--- src/rtl/ddr5_pkg.sv ---
// Shared DDR5 read-path definitions: burst geometry defaults and the capture
// FSM encoding, so the read-latency shift register and the capture stage agree.
package ddr5_pkg;

    localparam int DDR5_DQ_W      = 8;
    localparam int DDR5_BURST_LEN = 16;

    typedef enum logic {
        IDLE    = 1'b0,
        CAPTURE = 1'b1
    } rd_state_e;

endpackage

--- src/rtl/rd_out_fifo.sv ---
// Two-entry output buffer for assembled read words. The head is presented
// whenever the buffer is non-empty. A push into a full buffer is accepted only
// when a pop happens in the same cycle.
module rd_out_fifo #(
    parameter int WIDTH = 8
) (
    input  logic             clk,
    input  logic             rst,
    input  logic             push,
    input  logic [WIDTH-1:0] push_data,
    output logic             full,
    input  logic             pop,
    output logic             valid,
    output logic [WIDTH-1:0] head
);

    logic [WIDTH-1:0] mem_q [2];
    logic [WIDTH-1:0] mem_d [2];
    logic             rd_ptr_q, rd_ptr_d;
    logic             wr_ptr_q, wr_ptr_d;
    logic [1:0]       cnt_q, cnt_d;
    logic             pop_ok, push_ok;

    assign full  = (cnt_q == 2'd2);
    assign valid = (cnt_q != 2'd0);
    // Drive zero when empty so a flushed buffer never shows a stale word.
    assign head  = valid ? mem_q[rd_ptr_q] : '0;

    // Next-state: when full, pop frees the head slot, which is also the write slot.
    always_comb begin
        mem_d    = mem_q;
        rd_ptr_d = rd_ptr_q;
        wr_ptr_d = wr_ptr_q;
        cnt_d    = cnt_q;
        pop_ok   = pop && valid;
        push_ok  = push && (!full || pop_ok);
        if (push_ok) begin
            mem_d[wr_ptr_q] = push_data;
            wr_ptr_d        = ~wr_ptr_q;
        end
        if (pop_ok) begin
            rd_ptr_d = ~rd_ptr_q;
        end
        case ({push_ok, pop_ok})
            2'b10:   cnt_d = cnt_q + 2'd1;
            2'b01:   cnt_d = cnt_q - 2'd1;
            default: cnt_d = cnt_q;
        endcase
    end

    // Storage and pointers, flushed by reset.
    always_ff @(posedge clk or negedge rst) begin
        if (!rst) begin
            mem_q[0] <= '0;
            mem_q[1] <= '0;
            rd_ptr_q <= 1'b0;
            wr_ptr_q <= 1'b0;
            cnt_q    <= 2'd0;
        end else begin
            mem_q    <= mem_d;
            rd_ptr_q <= rd_ptr_d;
            wr_ptr_q <= wr_ptr_d;
            cnt_q    <= cnt_d;
        end
    end

endmodule

--- src/rtl/rd_burst_capture.sv ---
// Read burst capture: starting on the delayed read-enable pulse, gathers
// BURST_LEN DQ beats into one word, queues it in a 2-entry buffer, and keeps
// sticky overflow / protocol error flags.
module rd_burst_capture
    import ddr5_pkg::*;
#(
    parameter int DQ_W      = DDR5_DQ_W,
    parameter int BURST_LEN = DDR5_BURST_LEN
) (
    input  logic                      clk,
    input  logic                      rst,
    input  logic                      rd_start,
    input  logic [DQ_W-1:0]           dq_in,
    output logic [DQ_W*BURST_LEN-1:0] rd_data,
    output logic                      rd_valid,
    input  logic                      rd_ready,
    output logic                      busy,
    output logic                      ovf,
    output logic                      proto_err,
    input  logic                      clr_err
);

    localparam int               CNT_W  = $clog2(BURST_LEN);
    localparam int               WORD_W = DQ_W * BURST_LEN;
    localparam logic [CNT_W-1:0] LAST   = CNT_W'(BURST_LEN - 1);

    rd_state_e         state_q, state_d;
    logic [CNT_W-1:0]  cnt_q, cnt_d;
    logic [WORD_W-1:0] asm_q, asm_d;
    logic              ovf_q, ovf_d;
    logic              perr_q, perr_d;
    logic              push, perr_set, ovf_set;
    logic              fifo_full, pop;

    assign pop       = rd_valid && rd_ready;
    assign busy      = (state_q == CAPTURE);
    assign ovf       = ovf_q;
    assign proto_err = perr_q;

    // Capture FSM: the last beat is merged into asm_d so the pushed word is complete.
    always_comb begin
        state_d  = state_q;
        cnt_d    = cnt_q;
        asm_d    = asm_q;
        push     = 1'b0;
        perr_set = 1'b0;
        case (state_q)
            IDLE: begin
                if (rd_start) begin
                    asm_d[DQ_W-1:0] = dq_in;
                    cnt_d           = CNT_W'(1);
                    state_d         = CAPTURE;
                end
            end
            CAPTURE: begin
                asm_d[cnt_q*DQ_W +: DQ_W] = dq_in;
                perr_set                  = rd_start;
                if (cnt_q == LAST) begin
                    push    = 1'b1;
                    cnt_d   = '0;
                    state_d = IDLE;
                end else begin
                    cnt_d = cnt_q + 1'b1;
                end
            end
            default: state_d = IDLE;
        endcase
    end

    // Sticky flags: a set event beats a simultaneous clear.
    always_comb begin
        ovf_set = push && fifo_full && !pop;
        ovf_d   = ovf_set  ? 1'b1 : (clr_err ? 1'b0 : ovf_q);
        perr_d  = perr_set ? 1'b1 : (clr_err ? 1'b0 : perr_q);
    end

    // Capture state, beat counter, assembly register and flags.
    always_ff @(posedge clk or negedge rst) begin
        if (!rst) begin
            state_q <= IDLE;
            cnt_q   <= '0;
            asm_q   <= '0;
            ovf_q   <= 1'b0;
            perr_q  <= 1'b0;
        end else begin
            state_q <= state_d;
            cnt_q   <= cnt_d;
            asm_q   <= asm_d;
            ovf_q   <= ovf_d;
            perr_q  <= perr_d;
        end
    end

    rd_out_fifo #(.WIDTH(WORD_W)) u_out_fifo (
        .clk       (clk),
        .rst       (rst),
        .push      (push),
        .push_data (asm_d),
        .full      (fifo_full),
        .pop       (pop),
        .valid     (rd_valid),
        .head      (rd_data)
    );

endmodule

--- config.mk ---
export PLATFORM = sky130hd
export DESIGN_NAME = rd_burst_capture
export DESIGN_NICKNAME = d
export VERILOG_FILES = /design/src/rtl/ddr5_pkg.sv /design/src/rtl/rd_out_fifo.sv /design/src/rtl/rd_burst_capture.sv
export SDC_FILE = /design/constraint.sdc
export NUM_CORES = 1
export LEC_CHECK = 0
export ABC_CLOCK_PERIOD_IN_PS = 3600
export BUFFER_PORTS_ARGS = -buffer_cell sky130_fd_sc_hd__buf_4
export CORE_MARGIN = 3
export CORE_UTILIZATION = 55
export CTS_BUF_LIST = sky130_fd_sc_hd__clkbuf_8
export DETAILED_ROUTE_END_ITERATION = 16
export PLACE_DENSITY = 0.8
export SLEW_MARGIN = 10
export SYNTH_ARGS = -nofsm -noshare
export SYNTH_HDL_FRONTEND = slang
export SYNTH_SLANG_ARGS = --single-unit
export TNS_END_PERCENT = 100
--- constraint.sdc ---
create_clock -name clk -period 3.6 [get_ports clk]
set_input_delay 0.36 -clock clk [delete_from_list [all_inputs] [get_ports clk]]
set_output_delay 0.36 -clock clk [all_outputs]
set_load 0.1 [all_outputs]
# After elaboration in Yosys (flattened, before gate mapping)
# Cells that the tools add are included.
dict set report totals {
  ff_bits 395
  in_bits 13
}
dict set report op_classes {
  n_addsub 4
  order_cmp 3
  n_eq_ne 5
  n_shift 2
  mux 24
  bitwise_logic 5
  reduce_logical 13
}
# op n
set op_table {}
lappend op_table {{$mux 128} 5}
lappend op_table {{$bwmux 256} 1}
lappend op_table {{$bwmux 128} 1}
lappend op_table {{$demux 128 s1} 1}
lappend op_table {{$shift 8x34->128 const A} 1}
lappend op_table {{$shiftx 8x34->128} 1}
lappend op_table {{$mux 120} 1}
lappend op_table {{$neg 7->34} 1}
lappend op_table {{$pmux 8 s2} 1}
lappend op_table {{$mux 1} 8}
lappend op_table {{$mux 4} 2}
lappend op_table {{$mux 8} 1}
lappend op_table {{$pmux 4 s2} 1}
lappend op_table {{$reduce_bool 2->1} 4}
lappend op_table {{$logic_and 1x1->1} 6}
lappend op_table {{$add 4x1->4 const B} 1}
lappend op_table {{$eq 2x2->1 const B} 2}
lappend op_table {{$eq 4x4->1 const B} 1}
lappend op_table {{$ge 2x2->1 const B} 2}
lappend op_table {{$not 1->2} 2}
lappend op_table {{$pmux 2 s2} 1}
lappend op_table {{$not 1->1} 3}
lappend op_table {{$add 2x1->2 const B} 1}
lappend op_table {{$eq 2x1->1 const B} 1}
lappend op_table {{other kinds (6)} 7}

# Depth between registers and ports, before layout
dict set report logic_depth {
  word_depth 7
  depth_mapped 11
  depth_no_buf 7
}

# Hierarchy
# From an unflattened synthesis, not the netlist that was laid out.
dict set report hier_totals {
  cells_unflattened 1278
  hier_area_um2 17371.7
}
# mod n_inst cells_each area_each_um2 seq_area_each_um2
set modules_own_cells {}
lappend modules_own_cells {rd_out_fifo 1 845 11726.2 6506.2}
lappend modules_own_cells {rd_burst_capture 1 433 5645.4 3378.2}

# Worst setup path before layout
# Ideal clock, no wire load.
dict set report synth_path {
  path_type {reg2out}
  startpoint {register u_out_fifo.rd_ptr_q}
  endpoint {output rd_data[118]}
  arrival_time_ps 2321
  setup_slack_ps 919
  path_stages_with_launch 6
  cell_sequence {dfrtp_1 -> clkbuf_1 -> buf_2 -> buf_2 -> mux2i_1 -> nor2_1}
}
dict set report synth_via {
  elab_chain_len 5
}
# item line_no
set synth_rtl {}
lappend synth_rtl {{start: declaration} rd_out_fifo.sv:19} ;# logic rd_ptr_q, rd_ptr_d;
lappend synth_rtl {{start signal: assignment} rd_out_fifo.sv:61} ;# rd_ptr_q <= rd_ptr_d;
lappend synth_rtl {{$not 1->2 (not written as such)} rd_out_fifo.sv:27} ;# assign head = valid ? mem_q[rd_ptr_q] : '0;
lappend synth_rtl {{$mux 128 (not written as such) (3 in a row)} rd_out_fifo.sv:27}
lappend synth_rtl {{$mux 128} rd_out_fifo.sv:27}
lappend synth_rtl {{end: declaration} rd_burst_capture.sv:14} ;# output logic [DQ_W*BURST_LEN-1:0] rd_data,
# No other way between the ends. The select of a mux whose other input is x is not followed.

# Final worst setup path
dict set report layout_path {
  startpoint {register u_out_fifo.rd_ptr_q}
  endpoint {output rd_data[24]}
}
# The elaborated chain is that of the path after synthesis.

==> summary.md <==
| Metric | Value |
|---|---|
| Wire per inst | `18.3 µm` |
| Syn nets | `1727` |
| Die X | `184 µm` |
| CTS Root Cell | `clkbuf_8` |
| DR pass1 iterations | `8` |
| Total CTS buffers | `61` |
| F_max | `0.334 GHz` |
| # nets final | `1845` |
| Via count | `12900` |
| Area growth syn-to-layout | `14.8%` |
| Post-CTS Setup Inserts | `0` |
| Worst hold start | `clr_err` |
| Worst Path Buf+Inv | `2` |
| Post-route ant nets | `0` |
| Final WL | `41400 µm` |
| Crit Reg-Reg Startpoint | `cnt_q[2]` |
| Post-synth top flop | `dfrtp_1` |
| Register area share after synthesis | `56.5%` |
| Hpwl dp | `26900 µm` |
| Critical Path Start | `u_out_fifo.rd_ptr_q` |
| # diodes | `0` |
| Met3 Track Usage GR | `5.13%` |
| Worst hold path class | `input pin to flip-flop` |
| Synth Cell Area | `17500 µm²` |
| Die area | `34000 µm²` |
| Clock Latency Late Sink | `0.61 ns` |
| Post-Syn Area per Cell | `10.2 µm²` |
| Final GP Congestion | `0.837` |
| Critical path's top delay family | `flip-flops` |
| I/O pins | `145` |
| Critical path arrival | `2.64 ns` |
| Vias per std cell | `5.71` |
| Outcome | `complete, no violations` |
| Site row count | `64` |
| Req. time, crit path | `3.24 ns` |
| Core ar. | `31000 µm²` |
| GRT busiest layer | `met2` |
| Finish-stage setup viols | `0` |
| Crit path kind | `flip-flop to output port` |
| RSZ-0062 raised after global routing | `no` |
| Die H | `184 µm` |
| Met1 Use GR | `33.5%` |
| Final setup TNS | `0 ns` |
| Share of layout cells above drive strength 1 | `16.3%` |
| H-tree Lvls | `2` |
| CTS tree | `yes` |
| Least-Margin Pin Slew | `1.03 ns` |
| CP Capture Type | `output port` |
| Tmin final | `3.00 ns` |
| Slowest-stage cell, CP | `dfrtp_4` |
| Initial Util | `56.4%` |
| GRT overflow | `0` |
| FILL cells | `2345` |
| Crit-path max FO | `37` |
| Crit-path max cell delay | `0.96 ns` |
| Synth warnings | `0` |
| CTS Sinks | `395` |
| Critical Path, Cell by Cell | `buf_12 > mux2i_1 > nor2_1 > buf_4` |
| Number of antenna violations at the first check in global routing | `0` |
| Startpoint types | `flip-flop` |
| Drt drc | `0` |
| First-pass GRT wire length | `66700 µm` |
| GRT Resource Usage Total | `24.6%` |
| Synth unique cells | `53` |
| IO Port Bufs | `144` |
| Iter 0 DRT Violations | `1023` |
| Mapped Cells | `1708` |
| Global Route met2 Usage | `39.3%` |
| Skew final | `0.0255 ns` |
| Hold Vio Cnt, Final | `0` |
| Pin count of the biggest net entering global routing | `151` |
| Seq cells post-synth | `395` |
| MaxCap Viol Count | `0` |
| Final period utilization | `83.2%` |
| Clk pin slew, worst setup/hold paths | `0.06 ns` |
| Post-synth EDFFs | `0` |
| Slew Limit Fails | `0` |
| CTS Buffer Depth | `3` |
| Vias in the first global route | `12700` |
| Async SR Flop Fraction | `100%` |
| Slew HR | `30.7%` |
| Resize count post-CTS | `0` |
cell usage after synthesis, types with 4 or more instances:
master    count  area share (%)
clkbuf_1     41            0.88
xor2_1        4            0.20
nand2_1      39            0.84
a211o_2       4            0.23
a31oi_1      72             2.6
o21ai_0      35             1.0
nand3_1      33            0.94
inv_1       101             2.2
dfrtp_1     395              57
nor3_1       24            0.69
and3_1        9            0.32
mux2i_4       8             1.0
clkbuf_8      9            0.71
xnor2_1       4            0.20
ha_1          6            0.43
buf_6         6            0.39
nor2_1      398             8.5
buf_2        63             1.8
mux2i_1     216              12
a21oi_1     192             5.5
a21bo_2       8            0.46
cell type report:
class,instances,area (µm²),share of cell area (%)
Clock inverter,29,138,0.686
Multi-Input combinational cell,1088,6560,32.7
Clock buffer,79,1090,5.42
Inverter,102,383,1.91
Tap cell,396,495,2.47
Sequential cell,395,9890,49.3
Timing Repair Buffer,178,1520,7.58
routing by layer:
metal,vias to the layer above,share of wire [%]
li1,5964,-
met2,458,48
met5,-,0
met3,117,7.1
met4,0,3.9
met1,6402,41
state kept, by name, summed over array words and instances, names as in the netlist:
| register | count |
|---|---|
| u_out_fifo.cnt_q | 2 |
| cnt_q | 4 |
| ovf | 1 |
| proto_err | 1 |
| u_out_fifo.wr_ptr_q | 1 |
| busy | 1 |
| u_out_fifo.rd_ptr_q | 1 |
| asm_q | 128 |
| u_out_fifo.mem_q | 256 |
repair_timing:
item	4_1_cts	5_1_grt
hold endpoints to repair	62	0
hold buffers	1	0
endpoints found under the setup margin	0	0
logic make-up after synthesis:
family          share of synthesized area [%]
simple gates                             12.8
fa+ha+maj                               0.429
xor+xnor                                0.401
compound gates                           10.4
mux                                      13.4
flops                                    56.5
buf+inv                                  6.08
tightest hold or removal path, stage by stage:
cell	delay [ns]
buf_4	0.11
inv_1	0.06
a32o_1	0.11
path summary, 6_finish.rpt:
check	end	slack, ns	cells past startpoint
setup / recovery	rd_data[24]	0.60	4
hold / removal	ovf	0.08	3
setup reg to reg	asm_q[0]	0.75	6
hold reg to reg	ovf	0.50	1
max in group asynchronous	u_out_fifo.mem_q[23]	2.25	3
min in group asynchronous	u_out_fifo.mem_q[130]	0.31	2
per-stage QoR:
stage | worst slack (ns) | instance area, µm² | util [%] | cells | hold WS (ns)
after floorplan | 0.919 | 17500 | - | 1708 | 0.0644
after global placement | 0.878 | 18800 | 60.8 | 2158 | 0.350
after detailed placement | 0.799 | 18800 | 60.8 | 2158 | 0.360
after CTS | 0.647 | 20100 | 64.8 | 2267 | 0.0524
after global routing | 0.528 | 20100 | 64.8 | 2267 | 0.0603
final | 0.604 | 20100 | 64.8 | 2267 | 0.0776
cell usage in the layout (no fill, tap or decap), drive strengths merged, types with 4 or more instances in the layout:
| cell type | n |
|---|---|
| clkinv | 8 |
| xnor2 | 4 |
| inv | 121 |
| mux2i | 224 |
| o21ai | 36 |
| nand2 | 39 |
| buf | 177 |
| a21bo | 8 |
| a21oi | 193 |
| nand3 | 34 |
| ha | 6 |
| a31oi | 72 |
| clkbuf | 79 |
| and3 | 9 |
| dfrtp | 395 |
| xor2 | 4 |
| nor3 | 28 |
| a211o | 5 |
| nor2 | 399 |
Power is not shown: default switching activity piles up to over one toggle a cycle in this logic, so the estimate is an artifact.
